File: config.mk
export PLATFORM = sky130hd
export DESIGN_NAME = sdp_ram_pipe_flat
export DESIGN_NICKNAME = d
export VERILOG_FILES = /design/src/rtl/sdp_ram_pkg.sv /design/src/rtl/sdp_ram_pipe_if.sv /design/src/rtl/sdp_ram_rdpipe.sv /design/src/rtl/sdp_ram_pipe.sv /design/src/flat_wrapper.sv
export SDC_FILE = /design/constraint.sdc
export NUM_CORES = 1
export LEC_CHECK = 0
export ABC_AREA = 0
export BUFFER_PORTS_ARGS = -buffer_cell sky130_fd_sc_hd__buf_2
export CAP_MARGIN = 15
export CORE_MARGIN = 2
export CORE_UTILIZATION = 55
export DETAILED_ROUTE_END_ITERATION = 7
export PLACE_DENSITY_LB_ADDON = 0.3
export SKIP_CTS_REPAIR_TIMING = 1
export SLEW_MARGIN = 10
export SYNTH_ARGS = -nofsm -noshare
export SYNTH_HDL_FRONTEND = slang
export SYNTH_SLANG_ARGS = --single-unit
File: constraint.sdc
create_clock -name clk -period 1.6 [get_ports clk]
set_input_delay 0.24 -clock clk [delete_from_list [all_inputs] [get_ports clk]]
set_output_delay 0.24 -clock clk [all_outputs]
set_load 0.01 [all_outputs]
File: src/rtl/sdp_ram_pkg.sv
// Shared constants and helpers for the simple dual-port RAM.
// Collision-mode encodings plus the lane-count helper used by the RAM and its bus interface.
package sdp_ram_pkg;

  localparam bit RD_OLD = 1'b0;
  localparam bit WR_NEW = 1'b1;

  function automatic int calc_nlane(input int data_w, input int lane_w);
    return data_w / lane_w;
  endfunction

endpackage

File: src/rtl/sdp_ram_pipe_if.sv
// Write/read port bundle for sdp_ram_pipe; master drives requests, slave returns read data.
// No backpressure: every request is accepted on the edge it is presented.
interface sdp_ram_pipe_if
  import sdp_ram_pkg::*;
#(
  parameter int DATA_W = 8,
  parameter int LANE_W = 4,
  parameter int ADDR_W = 3
);
  localparam int NLANE = calc_nlane(DATA_W, LANE_W);

  logic              write_en;
  logic [ADDR_W-1:0] write_addr;
  logic [DATA_W-1:0] write_data;
  logic [NLANE-1:0]  write_mask;
  logic              read_en;
  logic [ADDR_W-1:0] read_addr;
  logic [DATA_W-1:0] read_data;
  logic              read_valid;
  logic              addr_err;

  modport master (
    output write_en, write_addr, write_data, write_mask, read_en, read_addr,
    input  read_data, read_valid, addr_err
  );

  modport slave (
    input  write_en, write_addr, write_data, write_mask, read_en, read_addr,
    output read_data, read_valid, addr_err
  );
endinterface

File: src/rtl/sdp_ram_rdpipe.sv
// Read-return pipeline: RD_LAT stages of {valid, data}, async clear, no backpressure.
// Each stage only loads data when its input is valid, so the output holds the last word read.
module sdp_ram_rdpipe #(
  parameter int DATA_W = 8,
  parameter int RD_LAT = 1
) (
  input  logic              clk,
  input  logic              rst_n,
  input  logic              in_vld,
  input  logic [DATA_W-1:0] in_dat,
  output logic              out_vld,
  output logic [DATA_W-1:0] out_dat
);
  logic [RD_LAT-1:0] vld_q;
  logic [DATA_W-1:0] dat_q [RD_LAT];

  always_ff @(posedge clk or negedge rst_n) begin
    if (!rst_n) begin
      vld_q <= '0;
      for (int i = 0; i < RD_LAT; i++) dat_q[i] <= '0;
    end else begin
      vld_q[0] <= in_vld;
      if (in_vld) dat_q[0] <= in_dat;
      for (int i = 1; i < RD_LAT; i++) begin
        vld_q[i] <= vld_q[i-1];
        if (vld_q[i-1]) dat_q[i] <= dat_q[i-1];
      end
    end
  end

  assign out_vld = vld_q[RD_LAT-1];
  assign out_dat = dat_q[RD_LAT-1];
endmodule

File: src/rtl/sdp_ram_pipe.sv
// Simple dual-port RAM with lane write mask, RD_LAT-cycle registered read and range flagging.
// Latency RD_LAT (1 or 2); no backpressure, every read_en yields exactly one read_valid.
module sdp_ram_pipe
  import sdp_ram_pkg::*;
#(
  parameter int DATA_W    = 8,
  parameter int LANE_W    = 4,
  parameter int ADDR_W    = 3,
  parameter int DEPTH     = 8,
  parameter int RD_LAT    = 1,
  parameter bit WR_FIRST  = RD_OLD,
  parameter bit RESET_MEM = 1'b1
) (
  input logic          clk,
  input logic          rst_n,
  sdp_ram_pipe_if.slave bus
);
  localparam int NLANE = calc_nlane(DATA_W, LANE_W);

  logic [DATA_W-1:0] mem [DEPTH];
  logic [DATA_W-1:0] old_word;
  logic [DATA_W-1:0] merged;
  logic [DATA_W-1:0] rd_word;
  logic [DATA_W-1:0] pipe_dat;
  logic              pipe_vld;
  logic              wr_in;
  logic              rd_in;
  logic              wr_ok;
  logic              rd_ok;
  logic              hit;

  assign wr_in = int'(bus.write_addr) < DEPTH;
  assign rd_in = int'(bus.read_addr) < DEPTH;
  assign wr_ok = bus.write_en && wr_in;
  assign rd_ok = bus.read_en && rd_in;
  assign hit   = wr_ok && (bus.write_addr == bus.read_addr);

  assign old_word = mem[bus.write_addr];

  always_comb begin
    merged = old_word;
    for (int i = 0; i < NLANE; i++) begin
      if (bus.write_mask[i]) merged[i*LANE_W +: LANE_W] = bus.write_data[i*LANE_W +: LANE_W];
    end
  end

  // Out-of-range reads return zero rather than whatever the array index aliases to.
  always_comb begin
    rd_word = '0;
    if (rd_ok) rd_word = (WR_FIRST == WR_NEW && hit) ? merged : mem[bus.read_addr];
  end

  if (RESET_MEM) begin : g_mem_rst
    always_ff @(posedge clk or negedge rst_n) begin
      if (!rst_n) begin
        for (int i = 0; i < DEPTH; i++) mem[i] <= '0;
      end else if (wr_ok) begin
        mem[bus.write_addr] <= merged;
      end
    end
  end else begin : g_mem_norst
    always_ff @(posedge clk) begin
      if (wr_ok) mem[bus.write_addr] <= merged;
    end
  end

  always_ff @(posedge clk or negedge rst_n) begin
    if (!rst_n) bus.addr_err <= 1'b0;
    else        bus.addr_err <= (bus.write_en && !wr_in) || (bus.read_en && !rd_in);
  end

  sdp_ram_rdpipe #(
    .DATA_W (DATA_W),
    .RD_LAT (RD_LAT)
  ) u_rdpipe (
    .clk     (clk),
    .rst_n   (rst_n),
    .in_vld  (bus.read_en),
    .in_dat  (rd_word),
    .out_vld (pipe_vld),
    .out_dat (pipe_dat)
  );

  assign bus.read_valid = pipe_vld;
  assign bus.read_data  = pipe_dat;
endmodule

File: src/flat_wrapper.sv
// flat-port wrapper written by rule: the top's interface ports become plain ports
module sdp_ram_pipe_flat import sdp_ram_pkg::*;
#(
  parameter int DATA_W    = 8,
  parameter int LANE_W    = 4,
  parameter int ADDR_W    = 3,
  parameter int DEPTH     = 8,
  parameter int RD_LAT    = 1,
  parameter bit WR_FIRST  = RD_OLD,
  parameter bit RESET_MEM = 1'b1
)
  (clk, rst_n, bus_write_en, bus_write_addr, bus_write_data, bus_write_mask, bus_read_en, bus_read_addr, bus_read_data, bus_read_valid, bus_addr_err);
  sdp_ram_pipe_if #(.DATA_W(DATA_W), .LANE_W(LANE_W), .ADDR_W(ADDR_W)) bus_i ();
  input logic clk;
  input logic rst_n;
  input wire logic [$bits(bus_i.write_en)-1:0] bus_write_en;
  input wire logic [$bits(bus_i.write_addr)-1:0] bus_write_addr;
  input wire logic [$bits(bus_i.write_data)-1:0] bus_write_data;
  input wire logic [$bits(bus_i.write_mask)-1:0] bus_write_mask;
  input wire logic [$bits(bus_i.read_en)-1:0] bus_read_en;
  input wire logic [$bits(bus_i.read_addr)-1:0] bus_read_addr;
  output wire logic [$bits(bus_i.read_data)-1:0] bus_read_data;
  output wire logic [$bits(bus_i.read_valid)-1:0] bus_read_valid;
  output wire logic [$bits(bus_i.addr_err)-1:0] bus_addr_err;
  assign bus_i.write_en = bus_write_en;
  assign bus_i.write_addr = bus_write_addr;
  assign bus_i.write_data = bus_write_data;
  assign bus_i.write_mask = bus_write_mask;
  assign bus_i.read_en = bus_read_en;
  assign bus_i.read_addr = bus_read_addr;
  assign bus_read_data = bus_i.read_data;
  assign bus_read_valid = bus_i.read_valid;
  assign bus_addr_err = bus_i.addr_err;
  sdp_ram_pipe #(.DATA_W(DATA_W), .LANE_W(LANE_W), .ADDR_W(ADDR_W), .DEPTH(DEPTH), .RD_LAT(RD_LAT), .WR_FIRST(WR_FIRST), .RESET_MEM(RESET_MEM)) u_core (.clk(clk), .rst_n(rst_n), .bus(bus_i));
endmodule
==> results.toml, run 1 <==
[final_layout]
final_cell_area_um2 = 5091
antenna_cells = 0
area_delta_synth_final_pct = 19.96
layout.nets = 498
drive_gt1_share_pct = 29.05
filler_cell_count = 577

[synthesis]
yosys_warnings = 0
synth-seq-area-share_pct = 43.04
synthAdderAreaFrac_pct = 0
synth_top_area_cell = "dfrtp_1"
syn_area_per_cell_um2 = 10.15
synthTopCellsByArea = "dfrtp_1, mux4_2, mux2i_1"
synth_cells = 418
synth_top_family_by_area = "compound AO/OA/AOI/OAI gates"
yosysMostFrequentCell = "dfrtp_1"
async_reset_ff_share_pct = 100.0
synth_edf_count = 0
muxShareOfSynthArea_pct = 16.04
synth_flop_cell = "dfrtp_1"
synth_cell_types = 40
synthXorXnorAreaFrac_pct = 0
synth_common_cells = "dfrtp_1, nand2_1, a21oi_1, o31ai_1, mux2i_1"
syn-cell-area_um2 = 4244
synth_nets = 438
ys_ff_latch = 73
synth_compound_area_share_pct = 19.78
synth_top_area_share_pct = 43.04
yosys.area_share.simple_pct = 15.39

[place]
dpl_cell_area_um2 = 4777
dp_hpwl_um = 7493
portBuffers = 28
globalplace.congestion = 0.8588

[critical_path]
cp-end-kind = "register"
crit_fanout = 8
cp-start-kind = "register"
worstPathArrival_ns = 1.81
rr_startpoint = "u_core.mem[55]"
r2r_slack_ns = 0.04
r2r-end = "u_core.mem[7]"
reg2reg_depth = 5
cp-startpoint = "u_core.mem[55]"
crit_required_ns = 1.85
crit_type = "register to register"

[power]
pwr-share-seq_pct = 44.6
internal_power_mw = 4.052
peakVddDrop_mv = 0.6143
pwr_density_cell_nw_per_um2 = 1148
swShare_pct = 30.67
power.share.clock_pct = 30.3
p_leak_nw = 2.234
p_switching_mw = 1.792
combPwrFrac_pct = 25.2

[routing]
ant_nets = 0
totalWireLength_um = 11070
via_per_inst = 6.087
vias = 3555
drc = 0
drtIter0Drc = 330
wl_per_cell_um = 18.96
dr.pass1.iters = 5

[global_routing]
use_met3_pct = 4.273
grt_start_max_net_pins = 74
antenna_found_initial = 0
groute.layer.met2.usage_pct = 46.02
grt_pass1_vias = 3565
top_usage_layer = "met2"
grt_pass1_wl_um = 18350
grt.total_usage_pct = 28.13
grt_util_met1_pct = 38.21
grt.overflow.total = 0

[timing]
fin_setup_tns_ns = 0
tightest_slew_ns = 0.4963
finalSetupViolCount = 0
fin_crit_sh_pct = 97.42
finalHoldViolCount = 0
finalMaxSlewViolations = 0
max-slew-margin-rel_pct = 66.71
finalCriticalPeriod_ns = 1.559
rsz0062_at_grt = "yes"
skew_ns = 0.01388
fmax_ghz = 0.6416

[run]
cap_violations = 0

[min_path]
hold_path.startpoint = "bus_read_en"
hp-class = "input pin to register"
worstHoldPathCells = 1
worst_hold_path.endpoint = "u_core.u_rdpipe.out_vld"

[run_status]
outcome = "finished, final reports clean"

[die]
die_w_um = 91.85
core_area_um2 = 7607
ios = 30
dieArea_um2 = 8436
die_h_um = 91.85
rows = 32
start_util_pct = 55.79

[clock_network]
numCtsBuffers = 9
root_buffer = "clkbuf_8"
clockBufferDepth = 2
cts_sinks = 73
h-tree-depth = 3
cts_tree = "yes"
clock_latency_ns = 0.35
clk_pin_slew_ns = 0.07
==> worst max-delay path by stage <==
stage | end | slack [ns] | depth (start not counted)
3_5_place_dp | u_core.mem[25] | -0.36 | 6
3_3_place_gp | u_core.mem[50] | -0.20 | 7
4_1_cts | u_core.mem[25] | -0.06 | 6
2_1_floorplan | u_core.u_rdpipe.out_dat[5] | 0.08 | 5
5_1_grt | u_core.mem[7] | -0.01 | 5
6_report | u_core.mem[7] | 0.04 | 5
==> routing by layer <==
layer / routed length, um / vias to the layer above
met1: 4767 / 1744
met5: 0 / -
met4: 207 / 0
li1: - / 1657
met2: 5457 / 137
met3: 638 / 17
==> power groups by stage <==
stage	sequential, mW	combinational [mW]	clock (mW)
after global routing	2.66	1.63	1.85
final	2.61	1.47	1.77
after detailed placement	2.61	1.41	0
after global placement	2.59	1.35	0
after CTS	2.59	1.42	1.77
after floorplan	2.52	0.984	0
==> state kept, by name (all words and copies together) (netlist names) <==
| register | flops |
|---|---|
| u_core.mem | 64 |
| u_core.u_rdpipe.out_dat | 8 |
| u_core.u_rdpipe.out_vld | 1 |
==> critical path, stage by stage, from the launching register on <==
cell and delay, ns:
dfrtp_1 0.41, a21oi_1 0.10, a211oi_1 0.44, a2111oi_4 0.08
buf_4 0.19, o31ai_1 0.24
==> cell usage in the layout, fill, tap and decap left out, drive strengths merged, types with 4 or more instances in the layout <==
| cell type | count |
|---|---|
| nand3 | 4 |
| dfrtp | 73 |
| a2111oi | 4 |
| mux4 | 16 |
| nand2 | 70 |
| a21oi | 40 |
| mux2i | 32 |
| inv | 4 |
| buf | 85 |
| clkbuf | 10 |
| nor2 | 29 |
| o21ai | 26 |
| o31ai | 40 |
| a211oi | 7 |
| nor2b | 10 |
==> logic make-up after synthesis <==
| family | after synthesis |
|---|---|
| AND/OR/NAND/NOR | 134 |
| AO/OA/AOI/OAI | 121 |
| flip-flops | 73 |
| multiplexers | 48 |
| buffers and inverters | 41 |
| other | 1 |
==> area by class of cell <==
cell class                 count  area [um^2]  share of cell area [%]
clock buffer                  10        137.6                   2.703
clock inverter                 5        103.9                   2.040
inverter                       4        15.01                  0.2949
multi-input combinational    304         2237                   43.94
sequential                    73         1827                   35.88
tap                          102        127.6                   2.507
timing repair buffer          86        643.1                   12.63
==> stage by stage <==
step / utilization (%) / worst slack, ns / hold WS (ns) / total power, mW / instances
after floorplan: - / 0.07783 / -0.05559 / 3.509 / 418
after global placement: 62.80 / -0.2049 / 0.2970 / 3.942 / 568
after detailed placement: 62.80 / -0.3592 / 0.2959 / 4.022 / 568
after CTS: 65.97 / -0.06121 / -0.07653 / 5.785 / 583
after global routing: 66.92 / -0.01102 / 0.1821 / 6.139 / 584
final: 66.92 / 0.04133 / 0.1713 / 5.844 / 584
Power figures use the tool's default switching activity.
==> run 2, diff against run 1 <==
Settings changed: CORE_UTILIZATION 55 to 50.
==> results.toml, run 2 (synthesized netlist as in run 1, its figures left out) <==
[power]
pwr_density_cell_nw_per_um2 = 1111
pwr-share-seq_pct = 45.2
combPwrFrac_pct = 26.4
p_leak_nw = 2.284
finalPower_mw = 5.745
p_switching_mw = 1.752
swShare_pct = 30.49
peakVddDrop_mv = 0.5587
power.share.clock_pct = 28.4
internal_power_mw = 3.994

[final_layout]
drive_gt1_share_pct = 30.30
filler_cell_count = 660
antenna_cells = 0
fin_util_pct = 62.94
final_cell_mix = "dfrtp_1, nand2_1, buf_4, a21oi_1, mux2i_1"
instances_no_fill = 600
layout.nets = 510
area_delta_synth_final_pct = 21.85
largest-register = "u_core.mem"
largest_reg_flops = 64
layout_commonest_cell = "dfrtp_1"

[run_status]
outcome = "finished, final reports clean"

[critical_path]
crit_type = "register to register"
crit_fanout = 8
cp_top_family = "compound AO/OA/AOI/OAI gates"
crit_buf_inv = 2
max_stage_delay_ns = 0.41
cp-end-kind = "register"
crit_end = "u_core.mem[31]"
r2r_slack_ns = 0.05
cp.depth = 6
worstPathArrival_ns = 1.78
cp-startpoint = "u_core.mem[39]"
r2r-end = "u_core.mem[31]"
cp_slowest_cell = "dfrtp_1"
rr_startpoint = "u_core.mem[39]"
crit_required_ns = 1.83
cp_cell_sequence = "mux2i_1 > a211oi_1 > buf_4 > a2111oi_4 > buf_6 > o31ai_1"
reg2reg_depth = 6
cp-start-kind = "register"

[global_routing]
grt_start_max_net_pins = 35
grt.overflow.total = 0
grt_pass1_vias = 3479
top_usage_layer = "met2"
grt.total_usage_pct = 25.74
antenna_found_initial = 0
grt_util_met1_pct = 36.19
groute.layer.met2.usage_pct = 41.90
grt_pass1_wl_um = 17880
use_met3_pct = 3.446

[clock_network]
clockBufferDepth = 2
h-tree-depth = 3
numCtsBuffers = 9
cts_sinks = 73
clock_latency_ns = 0.34
root_buffer = "clkbuf_8"
cts_tree = "yes"
clk_pin_slew_ns = 0.08

[timing]
finalSetupViolCount = 0
fin_setup_tns_ns = 0
finalMaxSlewViolations = 0
holdWs_ns = 0.1805
finalCriticalPeriod_ns = 1.549
finalHoldViolCount = 0
fmax_ghz = 0.6456
fin_crit_sh_pct = 96.81
rsz0062_at_grt = "yes"
skew_ns = 0.009697

[die]
ios = 30
dieArea_um2 = 9241
start_util_pct = 51.65
die_h_um = 96.13
die_w_um = 96.13
core_area_um2 = 8217
rows = 33

[min_path]
hp-class = "input pin to register"

[place]
dp_cells = 582
portBuffers = 28
dp_hpwl_um = 7850
globalplace.congestion = 0.8420

[routing]
dr.pass1.iters = 5
drc = 0
vias = 3614
via_per_inst = 6.023
totalWireLength_um = 11070
drtIter0Drc = 243
wl_per_cell_um = 18.45
ant_nets = 0

[run]
cap_violations = 0
[run 2: through the flow]
| step | area (um^2) | setup slack, ns |
|---|---|---|
| floorplan | 4244 | 0.07783 |
| global placement | 4876 | -0.2328 |
| detailed placement | 4876 | -0.2761 |
| CTS | 5099 | -0.01118 |
| global route | 5171 | -0.007034 |
| finish | 5171 | 0.05107 |
[run 2: layout make-up]
| type | count | area (um^2) | area share, % |
|---|---|---|---|
| inverters | 4 | 15.01 | 0.2903 |
| clock inverters | 2 | 60.06 | 1.161 |
| multi-input cells | 304 | 2226 | 43.04 |
| well taps | 105 | 131.4 | 2.541 |
| repair buffers | 98 | 749.5 | 14.49 |
| clock buffers | 14 | 162.7 | 3.145 |
| flip-flops and latches | 73 | 1827 | 35.33 |
[run 2: power by group through the flow]
stage          clock [mW]  combinational, mW  sequential (mW)
2_1_floorplan           0              0.984             2.52
3_3_place_gp            0               1.41             2.59
3_5_place_dp            0               1.46             2.62
4_1_cts              1.65               1.46             2.58
5_1_grt              1.72               1.68             2.64
6_report             1.63               1.52             2.60
[run 2: how the worst min path moves through the flow]
stage | startpoint | endpoint | slack (ns) | cells after the start
finish | bus_read_en | u_core.u_rdpipe.out_vld | 0.18 | 1
detailed placement | rst_n | u_core.mem[8] | 0.20 | 1
CTS | rst_n | u_core.mem[10] | -0.17 | 1
global route | bus_read_en | u_core.u_rdpipe.out_vld | 0.18 | 1
floorplan | rst_n | u_core.mem[0] | -0.06 | 0
global placement | rst_n | u_core.mem[8] | 0.19 | 1
[run 2: routing by layer]
layer / vias to the layer above / wire, um
met1: 1782 / 5015
met2: 144 / 5324
met5: - / 0
li1: 1674 / -
met4: 0 / 128
met3: 14 / 601
[run 2: worst reg2reg max path, cell delays in order (launching register included)]
cell and delay [ns]:
dfrtp_1 0.41, mux2i_1 0.17, a211oi_1 0.10, buf_4 0.15
a2111oi_4 0.33, buf_6 0.20, o31ai_1 0.08
==> run 3, diff against run 2 <==
Settings changed: PLACE_DENSITY_LB_ADDON 0.3 to 0.12.
==> results.toml, run 3 (synthesized netlist as in run 1, its figures left out) <==
[run_status]
outcome = "finished, final reports clean"

[critical_path]
worstPathArrival_ns = 1.81
crit_fanout = 8
cp_cell_sequence = "or3b_2 > o21ai_2 > a2111oi_4 > buf_4 > o31ai_1"
rr_startpoint = "u_core.mem[61]"
crit_type = "register to register"
crit_required_ns = 1.85
cp-startpoint = "u_core.mem[61]"
cp-end-kind = "register"
cp-start-kind = "register"
cp_slowest_cell = "or3b_2"
max_stage_delay_ns = 0.46

[routing]
drc = 0
totalWireLength_um = 10810
ant_nets = 0
via_per_inst = 5.851
drtIter0Drc = 273
vias = 3487
wl_per_cell_um = 18.13
dr.pass1.iters = 5

[timing]
finalSetupViolCount = 0
skew_ns = 0.007885
finalHoldViolCount = 0
tightest_slew_ns = 0.5256
fmax_ghz = 0.6421
holdWs_ns = 0.1664
max-slew-margin-rel_pct = 64.96
finalCriticalPeriod_ns = 1.557
finalMaxSlewViolations = 0
rsz0062_at_grt = "yes"
fin_setup_tns_ns = 0
fin_crit_sh_pct = 97.34

[min_path]
hold_path.startpoint = "bus_read_en"
hp-class = "input pin to register"

[final_layout]
final_cell_mix = "dfrtp_1, nand2_1, buf_4, a21oi_1, o31ai_1"
layout_commonest_cell = "dfrtp_1"
largest_reg_flops = 64
drive_gt1_share_pct = 29.12
antenna_cells = 0
instances_no_fill = 596
largest-register = "u_core.mem"
fin_util_pct = 61.82
area_delta_synth_final_pct = 19.69
layout.nets = 506
filler_cell_count = 705

[power]
finalPower_mw = 5.492
p_leak_nw = 2.240
peakVddDrop_mv = 0.4711
pwr_density_cell_nw_per_um2 = 1081

[place]
portBuffers = 28
dp_hpwl_um = 7726
dp_cells = 578
globalplace.congestion = 0.8956

[run]
cap_violations = 0

[die]
die_h_um = 96.13
rows = 33
core_area_um2 = 8217
start_util_pct = 51.65
dieArea_um2 = 9241
die_w_um = 96.13
ios = 30

[clock_network]
cts_tree = "yes"
cts_sinks = 73
numCtsBuffers = 9
clockBufferDepth = 2
root_buffer = "clkbuf_8"
clk_pin_slew_ns = 0.08
clock_latency_ns = 0.35
h-tree-depth = 3

[global_routing]
antenna_found_initial = 0
grt_pass1_wl_um = 17360
grt_pass1_vias = 3304
grt_start_max_net_pins = 42
grt.total_usage_pct = 25.35
grt.overflow.total = 0
==> run 3: path summary, 6_finish.rpt <==
check,to,slack (ns),cells past startpoint
max,u_core.mem[37],0.04,5
min,u_core.u_rdpipe.out_vld,0.17,1
max reg2reg,u_core.mem[37],0.04,5
min reg2reg,u_core.mem[32],0.51,2
max in group asynchronous,u_core.mem[59],0.74,3
min in group asynchronous,u_core.mem[26],0.45,3
==> run 3: area by class of cell <==
type,instances,area [um^2],area share [%]
sequential,73,1827,35.96
clock buffer,10,137.6,2.709
clock inverter,6,57.56,1.133
multi-input combinational,304,2196,43.23
inverter,4,15.01,0.2956
tap,105,131.4,2.586
timing repair buffer,94,715.7,14.09
==> run 3: per-stage QoR <==
stage	setup WS, ns	instance area, um^2
2_1_floorplan	0.07783	4244
3_3_place_gp	-0.2993	4846
3_5_place_dp	-0.3242	4846
4_1_cts	0.01608	5041
5_1_grt	-0.01855	5080
6_report	0.04257	5080
==> run 3: report_power, final <==
part           switching [mW]  internal (mW)  total [mW]
Sequential              0.331           2.26        2.59
Clock                   0.698          0.752        1.45
Combinational           0.721          0.731        1.45
Total                    1.75           3.74        5.49
==> run 3: per-layer routing <==
metal / global-route usage (%) / vias up / share of wire (%)
li1: - / 1673 / -
met1: 37.14 / 1682 / 48
met2: 38.48 / 117 / 46
met3: 5.168 / 15 / 5.2
met4: 6.548 / 0 / 1.4
met5: 0 / - / 0
==> run 3: critical path: cells and delay by family, from the launching register on <==
kind                   cells  cell delay (ns)
AND/OR/NAND/NOR            1             0.46
AO/OA/AOI/OAI              3             0.43
flip-flops                 1             0.38
buffers and inverters      1             0.18
